--- config.mk ---
export PLATFORM = sky130hd
export DESIGN_NAME = pll_lock_mgr
export DESIGN_NICKNAME = d
export VERILOG_FILES = /design/src/rtl/pll_lock_mgr.sv
export SDC_FILE = /design/constraint.sdc
export NUM_CORES = 1
export LEC_CHECK = 0
export ABC_AREA = 1
export BUFFER_PORTS_ARGS = -buffer_cell sky130_fd_sc_hd__buf_4
export CAP_MARGIN = 0
export CORE_ASPECT_RATIO = 1.4
export CORE_UTILIZATION = 40
export DETAILED_ROUTE_END_ITERATION = 10
export HOLD_SLACK_MARGIN = 0.12
export PLACE_DENSITY = 0.57
export SYNTH_ARGS = -nofsm -noshare
export SYNTH_HDL_FRONTEND = slang
export SYNTH_SLANG_ARGS = --single-unit
--- constraint.sdc ---
create_clock -name sys_clk -period 4.2 [get_ports sys_clk]
set_input_delay 0.84 -clock sys_clk [delete_from_list [all_inputs] [get_ports sys_clk]]
set_output_delay 0.84 -clock sys_clk [all_outputs]
set_load 0.02 [all_outputs]
--- src/rtl/pll_lock_mgr.sv ---
// PLL lock manager: per-channel reset pulse, lock filter, timeout and retry.
// Ports: sys_clk/sys_rst_n, pll_lock, clear_fail in; pll_rst, ch_ready, ch_fail, all_ready, retry_cnt out.
module pll_lock_mgr #(
  parameter int N_PLL        = 2,
  parameter int RST_CYCLES   = 16,
  parameter int LOCK_FILT    = 1024,
  parameter int LOCK_TIMEOUT = 65536,
  parameter int MAX_RETRY    = 3
) (
  input  logic               sys_clk,
  input  logic               sys_rst_n,
  input  logic [N_PLL-1:0]   pll_lock,
  input  logic [N_PLL-1:0]   clear_fail,
  output logic [N_PLL-1:0]   pll_rst,
  output logic [N_PLL-1:0]   ch_ready,
  output logic [N_PLL-1:0]   ch_fail,
  output logic               all_ready,
  output logic [4*N_PLL-1:0] retry_cnt
);

  localparam int RCW = $clog2(RST_CYCLES + 1);
  localparam int FCW = $clog2(LOCK_FILT + 1);
  localparam int TCW = $clog2(LOCK_TIMEOUT + 1);

  localparam logic [RCW-1:0] RST_LAST  = RCW'(RST_CYCLES - 1);
  localparam logic [FCW-1:0] FILT_LAST = FCW'(LOCK_FILT - 1);
  localparam logic [TCW-1:0] TMO_LAST  = TCW'(LOCK_TIMEOUT - 1);
  localparam logic [3:0]     RETRY_MAX = 4'(MAX_RETRY);

  typedef enum logic [2:0] {
    S_RST,
    S_WAIT,
    S_FILT,
    S_LOCKED,
    S_FAIL
  } state_t;

  logic [N_PLL-1:0] sync_q;
  logic [N_PLL-1:0] lock_s;

  always_ff @(posedge sys_clk or negedge sys_rst_n) begin
    if (!sys_rst_n) begin
      sync_q <= '0;
      lock_s <= '0;
    end else begin
      sync_q <= pll_lock;
      lock_s <= sync_q;
    end
  end

  for (genvar i = 0; i < N_PLL; i++) begin : g_ch
    state_t         state_q, state_d;
    logic [RCW-1:0] rcnt_q, rcnt_d;
    logic [FCW-1:0] fcnt_q, fcnt_d;
    logic [TCW-1:0] tcnt_q, tcnt_d;
    logic [3:0]     retry_q, retry_d;
    logic           tmo;
    logic           fail_evt;

    always_ff @(posedge sys_clk or negedge sys_rst_n) begin
      if (!sys_rst_n) begin
        state_q <= S_RST;
        rcnt_q  <= '0;
        fcnt_q  <= '0;
        tcnt_q  <= '0;
        retry_q <= '0;
      end else begin
        state_q <= state_d;
        rcnt_q  <= rcnt_d;
        fcnt_q  <= fcnt_d;
        tcnt_q  <= tcnt_d;
        retry_q <= retry_d;
      end
    end

    always_comb begin
      state_d  = state_q;
      rcnt_d   = rcnt_q;
      fcnt_d   = fcnt_q;
      tcnt_d   = tcnt_q;
      retry_d  = retry_q;
      fail_evt = 1'b0;
      tmo      = (tcnt_q == TMO_LAST);
      unique case (state_q)
        S_RST: begin
          if (rcnt_q == RST_LAST) begin
            state_d = S_WAIT;
            rcnt_d  = '0;
            fcnt_d  = '0;
            tcnt_d  = '0;
          end else begin
            rcnt_d = rcnt_q + 1'b1;
          end
        end
        S_WAIT: begin
          // timeout wins over a lock seen on the same cycle
          if (tmo) begin
            fail_evt = 1'b1;
          end else begin
            tcnt_d = tcnt_q + 1'b1;
            fcnt_d = '0;
            if (lock_s[i]) state_d = S_FILT;
          end
        end
        S_FILT: begin
          if (tmo) begin
            fail_evt = 1'b1;
          end else begin
            tcnt_d = tcnt_q + 1'b1;
            if (!lock_s[i]) begin
              state_d = S_WAIT;
              fcnt_d  = '0;
            end else if (fcnt_q == FILT_LAST) begin
              state_d = S_LOCKED;
              fcnt_d  = '0;
            end else begin
              fcnt_d = fcnt_q + 1'b1;
            end
          end
        end
        S_LOCKED: begin
          if (!lock_s[i]) fail_evt = 1'b1;
        end
        S_FAIL: begin
          if (clear_fail[i]) begin
            state_d = S_RST;
            rcnt_d  = '0;
            retry_d = '0;
          end
        end
        default: state_d = S_RST;
      endcase
      if (fail_evt) begin
        rcnt_d = '0;
        fcnt_d = '0;
        tcnt_d = '0;
        if (retry_q < RETRY_MAX) begin
          retry_d = retry_q + 1'b1;
          state_d = S_RST;
        end else begin
          state_d = S_FAIL;
        end
      end
    end

    assign pll_rst[i]        = (state_q == S_RST) || (state_q == S_FAIL);
    assign ch_ready[i]       = (state_q == S_LOCKED);
    assign ch_fail[i]        = (state_q == S_FAIL);
    assign retry_cnt[4*i+:4] = retry_q;
  end

  always_ff @(posedge sys_clk or negedge sys_rst_n) begin
    if (!sys_rst_n) all_ready <= 1'b0;
    else            all_ready <= &ch_ready;
  end

endmodule

==> results of run 1 <==
==> Yosys cell counts (2+ instances only) <==
cell type,count
buf_4,3
o22ai_1,10
nor2_1,86
nor2_2,6
nand3_1,62
dfrtp_1,85
o21ai_1,13
inv_2,6
and2_1,3
xor2_1,3
or2_2,4
o21ai_0,35
nand3b_1,2
buf_2,8
nand4_1,23
ha_1,10
xnor2_1,2
buf_6,2
nor3_1,6
nand2_2,4
o21bai_1,5
nand2_1,210
a21oi_1,9
inv_1,92
==> worst max-delay path, stage by stage, from the launching register on <==
cell	delay [ns]
dfrtp_1	0.39
ha_1	0.18
nand2_1	0.11
nor2_1	0.24
nand4_1	0.16
nor4_1	0.26
ha_1	0.30
nand2_1	0.09
nand2_1	0.40
nor2_2	0.13
nand2_1	0.10
o31ai_2	0.06
==> logic make-up (layout without fill, tap and decap cells) <==
| logic type | count (synthesis) | in the layout | synth area share [%] |
|---|---|---|---|
| simple gates | 410 | 410 | 35.3 |
| buf+inv | 111 | 135 | 9.13 |
| flops | 85 | 85 | 42.9 |
| compound gates | 80 | 80 | 9.28 |
| fa+ha+maj | 10 | 10 | 2.52 |
| xor+xnor | 5 | 5 | 0.883 |
==> cell type report <==
type / instances / area share (%)
Inverter: 98 / 6.65
Sequential cell: 85 / 38.4
Clock buffer: 10 / 4.32
Timing Repair Buffer: 21 / 2.85
Tap cell: 147 / 3.32
Multi-Input combinational cell: 505 / 43.0
Clock inverter: 6 / 1.38
==> flip-flops by register name (all words and copies together) (netlist names) <==
| signal | cells |
|---|---|
| g_ch.tcnt_q | 34 |
| g_ch.fcnt_q | 22 |
| g_ch.rcnt_q | 10 |
| g_ch.retry_q | 8 |
| g_ch.state_q | 6 |
| lock_s | 2 |
| sync_q | 2 |
| all_ready | 1 |
==> power by group through the flow <==
stage | Clock (uW) | Sequential (uW) | Combinational [uW]
final | 848 | 1130 | 1210
after global routing | 908 | 1150 | 1400
after CTS | 876 | 1130 | 1240
after detailed placement | 0 | 1140 | 1230
after global placement | 0 | 1130 | 1220
after floorplan | 0 | 1130 | 923
==> metal layers <==
layer	part of all wire (%)	up-vias	wire, um
li1	-	2275	-
met1	43	2101	4890
met2	53	55	5930
met3	2.2	12	251
met4	1.5	0	171
met5	0	-	0
==> metrics by stage <==
step	worst slack, ns	total power [uW]	utilization, %	hold slack, ns
6_report	1.67	3190	46.4	0.361
5_1_grt	1.33	3460	46.4	0.377
4_1_cts	1.65	3240	46.4	0.358
3_5_place_dp	1.68	2370	43.7	0.341
3_3_place_gp	1.80	2360	43.7	0.337
2_1_floorplan	2.19	2050	-	0.331
==> worst max-delay path by stage <==
stage | start | to | slack [ns] | depth (start not counted)
after global routing | g_ch[0].tcnt_q[0] | g_ch[0].rcnt_q[2] | 1.33 | 11
after floorplan | g_ch[1].tcnt_q[0] | g_ch[1].tcnt_q[13] | 2.19 | 15
after global placement | g_ch[1].tcnt_q[0] | g_ch[1].retry_q[0] | 1.80 | 12
after detailed placement | g_ch[1].tcnt_q[0] | g_ch[1].retry_q[0] | 1.68 | 12
after CTS | g_ch[1].tcnt_q[0] | g_ch[1].retry_q[1] | 1.65 | 12
final | g_ch[0].tcnt_q[0] | g_ch[0].rcnt_q[4] | 1.67 | 11
==> summary.md, run 1 <==
| Metric | Value |
|---|---|
| Max VDD drop | about 0.26 mV |
| Starting Density | about two fifths |
| Multi-input gate area | 2380 sq um |
| Share of cells above drive strength 1 | a little under 9% |
| Standard-cell rows | 47 |
| GR Overflow Total | 0 |
| Final setup violation count | 0 |
| First-pass GRT wire length | 19500 um |
| Diode count | 0 |
| Flops & latches, synth | 85 |
| Synth cell types | 36 |
| Internal | 1830 uW |
| Max Cap Viol | 0 |
| Synth area leader | dfrtp_1 |
| Clock skew | roughly 0.0076 ns |
| Vias per inst | 5.10 |
| Switching power share of the total | 42.6% |
| Worst Hold Endpoint | lock_s[0] |
| Leakage power total | 0.00271 uW |
| Crit Path Class | flip-flop to flip-flop |
| Syn Inst Count | roughly 700 |
| Yosys warns | 0 |
| Drt wl/cell | 12.9 um |
| Seq/Total Area, Yosys | a little over two fifths |
| CTS buffer count | 9 |
| Non-filler cells, final | roughly 870 |
| DRT Pass-1 Iters | 4 |
| Max-slew violation count | 0 |
| Largest net degree at the start of global routing | between 60 and 70 |
| Netlist Area Pre-Place | slightly below 5000 sq um |
| Die area | ~13000 sq um |
| Mean post-synth cell area | 7.08 sq um |
| Total GRT Usage | between 15 and 20% |
| CTS tree | built |
| Hold depth | 0 |
| Reg clk slew, reported paths | 0.07 ns |
| GR Util met1 | ~22% |
| Final hold vios | 0 |
| Hold crit path type | flip-flop to flip-flop |
| Die height | between 100 and 150 um |
| Fin crit share | roughly three fifths |
| Worst R2R End | g_ch[0].rcnt_q[4] |
| Worst-Margin Slew | a little over 0.8 ns |
| Fin area | around 5500 sq um |
| IO Pins | 21 |
| Synth top area cells | dfrtp_1 (43%), nand2_1 (16%), inv_1 (7.0%) |
| Post-synth ARST share | 100% |
| Sequential Power Share | a little over a third |
| WP data required | ~4.4 ns |
| ANT nets after route | 0 |
| Hold path start | sync_q[0] |
| Most frequent cells in the layout | nand2_1 (210), inv_1 (92), nor2_1 (86), dfrtp_1 (85), nand3_1 (62) |
| Number of gates resized after cts | 0 |
| Clk root buf | clkbuf_16 |
| F_max | between 300 and 400 MHz |
| P_sw | 1360 uW |
| Antenna violations before repair | 0 |
| Die X | around 96 um |
| Comb power frac | 38.1% |
| Slew HR | 45.4% |
| Detailed Place HPWL | 8200 um |
| Max FO, Critical Path | 12 |
| Number of synthesized flops with an enable pin | 0 |
| Clock Power Share | approximately a quarter |
| Top FF cell, synth | dfrtp_1 |
| Crit path launch type | flip-flop |
| Pwr dens | roughly 580 nW/um^2 |
| I/O Buffers | 20 |
| Minimum clock period | ~2.5 ns |
| CTS Hold Bufs | 0 |
| DRT Wirelength | about 11000 um |
| Core region area | 11900 sq um |
| Dpl cells | 856 |
| Commonest non-fill, non-tap cell in the layout | nand2_1 |
| Postcts setup bufs | 0 |
| DRC viols | 0 |
| Yosys top cell area share | 42.9% |
| M3 GR Usage | about 3.2% |
| RSZ-0062 raised after global routing | false |
| R2R Setup Slk | 1.67 ns |
| Clock buffer depth | 2 |
| GR peak layer | met2 |
| Area after DPL | between 5000 and 6000 sq um |
| Clk_lat worst skew | 0.34 ns |
| Register area | approximately 2100 sq um |
| Clock Sinks | 85 |
| Syn-to-layout area delta | 11.5% |
| Via count | 4443 |
| Worst reg2reg startpoint | g_ch[0].tcnt_q[0] |
| Met2 Track Usage GR | between 30 and 40% |
| Status | finished, final reports clean |
| Starting DRT DRC Count | between 150 and 200 |
| GPL Wtd Cong | approximately 0.88 |
| Mapped Nets | 717 |
| Crit end category | flip-flop |
| H-tree levels | 3 |
| Vias in the first global route | approximately 4300 |
| Total Neg Setup Slack | 0 ns |
| Worst r2r path cells | 11 |
| NumNets Final | roughly 740 |
| Crit path DAT | about 2.8 ns |
| Fillers | roughly 1200 |
Note: power is estimated with default switching activity, not from simulation.
==> run 2, diff against run 1 <==
--- a/config.mk
+++ b/config.mk
@@ -5,14 +5,14 @@
 export SDC_FILE = /design/constraint.sdc
 export NUM_CORES = 1
 export LEC_CHECK = 0
-export ABC_AREA = 1
+export ABC_AREA = 0
 export BUFFER_PORTS_ARGS = -buffer_cell sky130_fd_sc_hd__buf_4
 export CAP_MARGIN = 0
 export CORE_ASPECT_RATIO = 1.4
 export CORE_UTILIZATION = 40
 export DETAILED_ROUTE_END_ITERATION = 10
 export HOLD_SLACK_MARGIN = 0.12
-export PLACE_DENSITY = 0.57
+export PLACE_DENSITY = 0.59
 export SYNTH_ARGS = -nofsm -noshare
 export SYNTH_HDL_FRONTEND = slang
 export SYNTH_SLANG_ARGS = --single-unit
==> constraint.sdc (replaced) <==
create_clock -name sys_clk -period 2.1 [get_ports sys_clk]
set_input_delay 0.42 -clock sys_clk [delete_from_list [all_inputs] [get_ports sys_clk]]
set_output_delay 0.42 -clock sys_clk [all_outputs]
set_load 0.02 [all_outputs]
==> run 2 against run 1 <==
Against the previous run: the run now ends with setup timing left; clock skew down 0.0019 ns; worst setup slack worse by 1.9 ns; maximum frequency up 9.7%; non-clock buffer count up 88; synthesized cell count down 32%; global-route usage down 0.14 points; sequential power up 88%; first-iteration DRC count down 2.4%; cell area up 15%; utilization up 14 points; critical path type unchanged.
==> summary.md, run 2 <==
| Metric | Value |
|---|---|
| Max FFs per register | 34 |
| IO Pins | 21 |
| Crit Path Class | flip-flop to flip-flop |
| DRT Wirelength | between 10000 and 15000 um |
| WP data required | 2.35 ns |
| Detailed Place HPWL | 6710 um |
| Seq/Total Area, Yosys | approximately half |
| F_max | 433 MHz |
| DRT Pass-1 Iters | 4 |
| CTS tree | built |
| Family with the most delay on the worst path | simple AND/OR/NAND/NOR gates |
| Leakage power total | 0.00285 uW |
| Dpl cells | approximately 680 |
| Die X | 90.6 um |
| Post-synth top cells | dfrtp_1 (85), nand2_1 (59), o21ai_0 (55), nor2_1 (33), nand3_1 (23) |
| Max Cap Viol | 0 |
| Pre-CTS setup slack | -0.179 ns |
| Worst-Margin Slew | approximately 0.71 ns |
| Final hold vios | 0 |
| Slowest cell on the critical path | or4_4 |
| Failing checks | setup timing |
| Vias in the first global route | a little under 4000 |
| CTS buffer count | 9 |
| Critical path startpoint | g_ch[1].tcnt_q[1] |
| Number of synthesized flops with an enable pin | 0 |
| Non-filler cells, final | 723 |
| Most frequent cells in the layout | dfrtp_1 (83), buf_4 (83), nand2_1 (53), o21ai_1 (26) |
| Synth top area cells | dfrtp_1 (48%), o21ai_0 (6.3%), nand2_1 (5.0%) |
| Fillers | ~880 |
| Diode count | 0 |
| Critical-path cell list | ha_4 -> nand2_4 -> nor2_4 -> nand3_2 -> nor2_2 -> ha_2 -> or4_4 -> a41oi_4 -> buf_6 -> nand2_1 -> a31oi_1 |
| Leading cell type by number of instances after synthesis | dfrtp_1 |
| Post-synth ARST share | 100% |
| Largest reg by FF count | g_ch.tcnt_q |
| Starting DRT DRC Count | approximately 160 |
| Pwr Total | 7760 uW |
| Syn Inst Count | ~480 |
| Vias per inst | approximately 5.5 |
| Die area | 11400 sq um |
| Synth area leader | dfrtp_1 |
| GR Overflow Total | 0 |
| Main combinational cell family by area after synthesis | simple AND/OR/NAND/NOR gates |
| NumNets Final | around 600 |
| Top flop regs | g_ch.tcnt_q: 34 flops, g_ch.fcnt_q: 22 flops, g_ch.rcnt_q: 10 flops |
| Max FO, Critical Path | 5 |
| Post-synthesis xor/xnor area fraction | 2.19% |
| Clock buffer depth | 2 |
| Mean post-synth cell area | between 9 and 10 sq um |
| Netlist Area Pre-Place | about 4400 sq um |
| Hold path start | pll_lock[0] |
| Compound-cell area share of the yosys netlist | between 10% and 20% |
| Max-slew violation count | 0 |
| Pwr dens | between 1000 and 1500 nW/um^2 |
| Total GRT Usage | between 10% and 20% |
| Max VDD drop | between 0.7 and 0.8 mV |
| Synth cell types | 51 |
| Top FF cell, synth | dfrtp_1 |
| Slew HR | 52.5% |
| Crit path launch type | flip-flop |
| Share of cells above drive strength 1 | 39.0% |
| Via count | 4004 |
| Yosys warns | 0 |
| Clock Sinks | between 80 and 90 |
| ANT nets after route | 0 |
| Final WS setup | -0.207 ns |
| Clk root buf | clkbuf_16 |
| H-tree levels | 3 |
| Fin crit share | 110% |
| Minimum clock period | 2.31 ns |
| Crit end category | flip-flop |
| Syn-to-layout area delta | 44.6% |
| Core region area | approximately 11000 sq um |
| Crit-path max cell delay | 0.45 ns |
| Starting Density | 41.8% |
| Status | finished, violations left |
| R2R Setup Slk | -0.21 ns |
| GPL Wtd Cong | between 0.7 and 0.8 |
| Synth Area in Simple Gates | approximately 22% |
| Flops & latches, synth | 85 |
| Reg clk slew, reported paths | around 0.06 ns |
| Antenna violations before repair | 0 |
| DRC viols | 0 |
| Clock skew | around 0.0057 ns |
| RSZ-0062 raised after global routing | true |
| First-pass GRT wire length | between 15000 and 20000 um |
| I/O Buffers | 20 |
| Mapped Nets | roughly 500 |
| Standard-cell rows | between 40 and 50 |
| Drt wl/cell | about 15 um |
| Die height | roughly 130 um |
| WP buf/inv | 1 |
| Hold crit path type | primary input to flip-flop |
| Multiplexer share of the synthesized area | about 1.7% |
| Largest net degree at the start of global routing | 34 |
| Crit path DAT | 2.56 ns |
| Worst reg2reg startpoint | g_ch[1].tcnt_q[1] |
| Clk_lat worst skew | roughly 0.34 ns |
| Final setup violation count | 45 |
| Yosys top cell area share | about half |
| Synthesized-area fraction occupied by adder cells | ~2.8% |
## run 2: cell types whose count changed after synthesis, sizes merged, moves of 14 or more
cell   change
a31oi     +14
nand2    -155
nand3     -39
nor2      -60
nand4     -15
inv       -82
o31ai     +15
## run 2: final cells by class
class	instances	area, sq um	area share, %
inverters	16	60.1	0.944
clock inverters	6	86.3	1.36
repair buffers	109	976	15.3
flip-flops and latches	85	2130	33.5
clock buffers	10	239	3.76
multi-input cells	359	2700	42.4
well taps	138	173	2.71
## run 2: final timing paths
path                                     end  cells after the start
max                        g_ch[1].fcnt_q[5]                     11
min                                sync_q[0]                      1
max reg2reg                g_ch[1].fcnt_q[5]                     11
min reg2reg                        lock_s[1]                      0
max in group asynchronous  g_ch[0].fcnt_q[3]                      3
min in group asynchronous  g_ch[0].tcnt_q[4]                      2
## run 2: timing repair
item	4_1_cts	5_1_grt
resized for setup	54	96
hold buffers	1	0
pin swaps	15	36
buffers inserted	12	11
hold endpoints to repair	30	0
endpoints found under the setup margin	46	70
cloned	4	3
## run 2: metal layers
layer	up-vias	share of wire [%]	GRT usage, %	wire [um]
li1	1945	-	-	-
met1	2006	41	21.7	4580
met2	44	56	35.3	6170
met3	9	2.0	3.50	224
met4	0	1.2	7.78	136
met5	-	0	0	0
## run 2: logic make-up after synthesis
group           Yosys count
compound gates          137
fa+ha+maj                10
flops                    85
buf+inv                  35
simple gates            192
mux                       7
xor+xnor                 11
## run 2: where the power goes
group / switching (uW) / internal (uW) / total (uW)
sequential: 257 / 1880 / 2130
combinational: 2000 / 1890 / 3890
clock: 657 / 1070 / 1730
## run 2: stage by stage
step	util, %	setup TNS, ns	hold WS (ns)	area, sq um
after global placement	49.9	-1.54	0.333	5250
after floorplan	-	-3.38	0.124	4570
after detailed placement	49.9	-3.21	0.350	5250
final	60.5	-4.37	0.182	6360
after global routing	60.5	-8.90	0.173	6360
after CTS	56.1	-2.88	0.174	5900
==> run 3, diff against run 2 <==
--- a/config.mk
+++ b/config.mk
@@ -8,7 +8,7 @@
 export ABC_AREA = 0
 export BUFFER_PORTS_ARGS = -buffer_cell sky130_fd_sc_hd__buf_4
 export CAP_MARGIN = 0
-export CORE_ASPECT_RATIO = 1.4
+export CORE_ASPECT_RATIO = 0.6
 export CORE_UTILIZATION = 40
 export DETAILED_ROUTE_END_ITERATION = 10
 export HOLD_SLACK_MARGIN = 0.12
==> run 3 against run 2 <==
Against the previous run: the flow still finishes with violations (setup timing); worst hold slack better by 0.0033 ns; via count is 0.37% lower; die area about the same.
==> summary.md, run 3 (synthesized netlist as in run 2, its figures left out) <==
| Metric | Value |
|---|---|
| WP data required | around 2.4 ns |
| Clock Sinks | 85 |
| Slew HR | between 40% and 50% |
| Vias per inst | 5.46 |
| First-pass GRT wire length | between 15000 and 20000 um |
| Failing checks | setup timing |
| Clock Power Share | a little over a fifth |
| Fin crit share | 108% |
| Final hold vios | 0 |
| GPL Wtd Cong | ~0.77 |
| Top flop regs | g_ch.tcnt_q: 34 flops, g_ch.fcnt_q: 22 flops, g_ch.rcnt_q: 10 flops |
| Drt wl/cell | between 15 and 20 um |
| Largest net degree at the start of global routing | 34 |
| Commonest non-fill, non-tap cell in the layout | buf_4 |
| Status | finished, violations left |
| CTS buffer count | 9 |
| Via count | 3989 |
| Worst-Margin Slew | roughly 0.85 ns |
| Max FFs per register | 34 |
| NumNets Final | 605 |
| Max FO, Critical Path | 5 |
| H-tree levels | 3 |
| Internal | 4610 uW |
| ANT nets after route | 0 |
| Dpl cells | 682 |
| Total GRT Usage | about a fifth |
| Syn-to-layout area delta | 45.0% |
| Die area | about 11000 sq um |
| Clk_lat worst skew | between 0.3 and 0.4 ns |
| Most frequent cells in the layout | buf_4 (90), dfrtp_1 (84), nand2_1 (52), o21ai_1 (28) |
| Crit Path Class | flip-flop to flip-flop |
| Leakage power total | roughly 0.0029 uW |
| RSZ-0062 raised after global routing | true |
| Standard-cell rows | 29 |
| Antenna violations before repair | 0 |
| Clock skew | ~0.0090 ns |
| Crit-path max cell delay | 0.40 ns |
| Max Cap Viol | 0 |
| Clk root buf | clkbuf_16 |
| Die X | around 140 um |
| Worst hold slack | between 0.15 and 0.2 ns |
| R2R Setup Slk | -0.17 ns |
| DRC viols | 0 |
| P_sw | a little under 3000 uW |
| Hold crit path type | primary input to flip-flop |
| Clock buffer depth | 2 |
| Crit path DAT | ~2.5 ns |
| DRT Wirelength | roughly 12000 um |
| F_max | 441 MHz |
| IO Pins | 21 |
| Diode count | 0 |
| GR Overflow Total | 0 |
| Crit path launch type | flip-flop |
| Switching power share of the total | between 30% and 40% |
| Vias in the first global route | 3705 |
| CTS tree | built |
| I/O Buffers | 20 |
| Crit end category | flip-flop |
| Minimum clock period | roughly 2.3 ns |
| Non-filler cells, final | 731 |
| Largest reg by FF count | g_ch.tcnt_q |
| DRT Pass-1 Iters | 4 |
| Sequential Power Share | approximately 28% |
| Max-slew violation count | 0 |
| Starting Density | roughly 41% |
| Final WS setup | -0.165 ns |
| Reg clk slew, reported paths | roughly 0.060 ns |
| Detailed Place HPWL | 7100 um |
| Slowest cell on the critical path | dfrtp_1 |
| Comb power frac | 51.0% |
| Final setup violation count | 50 |
| Core region area | approximately 11000 sq um |
| Critical-path cell list | ha_4 -> nand3_4 -> nor3b_4 -> and3_4 -> and3_4 -> ha_4 -> buf_6 -> nand2_4 -> a21o_4 -> nor2b_4 -> mux2i_1 |
| Starting DRT DRC Count | ~240 |
| Max VDD drop | slightly below 0.7 mV |
| Total Neg Setup Slack | -4.49 ns |
| Share of cells above drive strength 1 | 40.4% |
| Die height | around 83 um |
| Pwr dens | roughly 1200 nW/um^2 |
## run 3: cell count changes in the layout (fill, tap and decap cells not counted), moves of 4 or more
cell and change:
a21oi_1 -4, a21oi_2 +5, buf_12 -4, buf_4 +7
buf_6 +6
## run 3: final cells by class
cell class                      count  area (sq um)
Multi-Input combinational cell    359          2710
Clock buffer                       10           239
Inverter                           16          62.6
Fill cell                         907          4250
Timing Repair Buffer              118          1010
Clock inverter                      4          50.0
Tap cell                          139           174
Sequential cell                    85          2130
## run 3: per-stage QoR
| step | util [%] | area [sq um] | power (uW) | setup slack [ns] |
|---|---|---|---|---|
| 2_1_floorplan | - | 4570 | 3830 | -0.217 |
| 3_3_place_gp | 49.4 | 5250 | 4570 | -0.179 |
| 3_5_place_dp | 49.4 | 5250 | 4640 | -0.204 |
| 4_1_cts | 54.9 | 5840 | 6670 | -0.200 |
| 5_1_grt | 60.0 | 6380 | 7970 | -0.269 |
| 6_report | 60.0 | 6380 | 7520 | -0.165 |
## run 3: critical path: cells and delay by family (launching register included)
kind	cells	cell delay, ns
and+or+nand+nor	6	0.87
AOI/OAI and AO/OA	1	0.25
buffers and inverters	1	0.13
adders and majority gates	2	0.35
DFF	1	0.40
muxes	1	0.18
## run 3: worst paths after layout
path                                   start            endpoint  cells past startpoint
min                              pll_lock[0]           sync_q[0]                      1
min reg2reg                        sync_q[1]           lock_s[1]                      0
max                        g_ch[0].tcnt_q[0]  g_ch[0].retry_q[1]                     11
max in group asynchronous          sys_rst_n  g_ch[0].state_q[1]                      3
max reg2reg                g_ch[0].tcnt_q[0]  g_ch[0].retry_q[1]                     11
min in group asynchronous          sys_rst_n   g_ch[1].tcnt_q[5]                      2
## run 3: power groups by stage
stage          combinational, uW  clock [uW]  sequential [uW]
2_1_floorplan               1700           0             2120
3_3_place_gp                2460           0             2110
3_5_place_dp                2510           0             2130
4_1_cts                     2950        1620             2100
5_1_grt                     4140        1680             2150
6_report                    3840        1570             2110
## run 3: per-layer routing
layer | wire length [um] | GRT usage, % | vias up
li1 | - | - | 1957
met1 | 6050 | 33.4 | 1956
met2 | 5000 | 27.5 | 71
met3 | 425 | 5.01 | 5
met4 | 63 | 4.80 | 0
met5 | 0 | 0 | -
## run 3: what timing repair did
| item | in CTS | in global routing |
|---|---|---|
| endpoints found under the hold margin | 25 | 0 |
| endpoints found under the setup margin | 47 | 63 |
| gates resized for setup | 41 | 128 |
| gates cloned | 3 | 3 |
| buffers inserted | 17 | 14 |
| hold buffers | 1 | 0 |
| pin swaps | 20 | 37 |
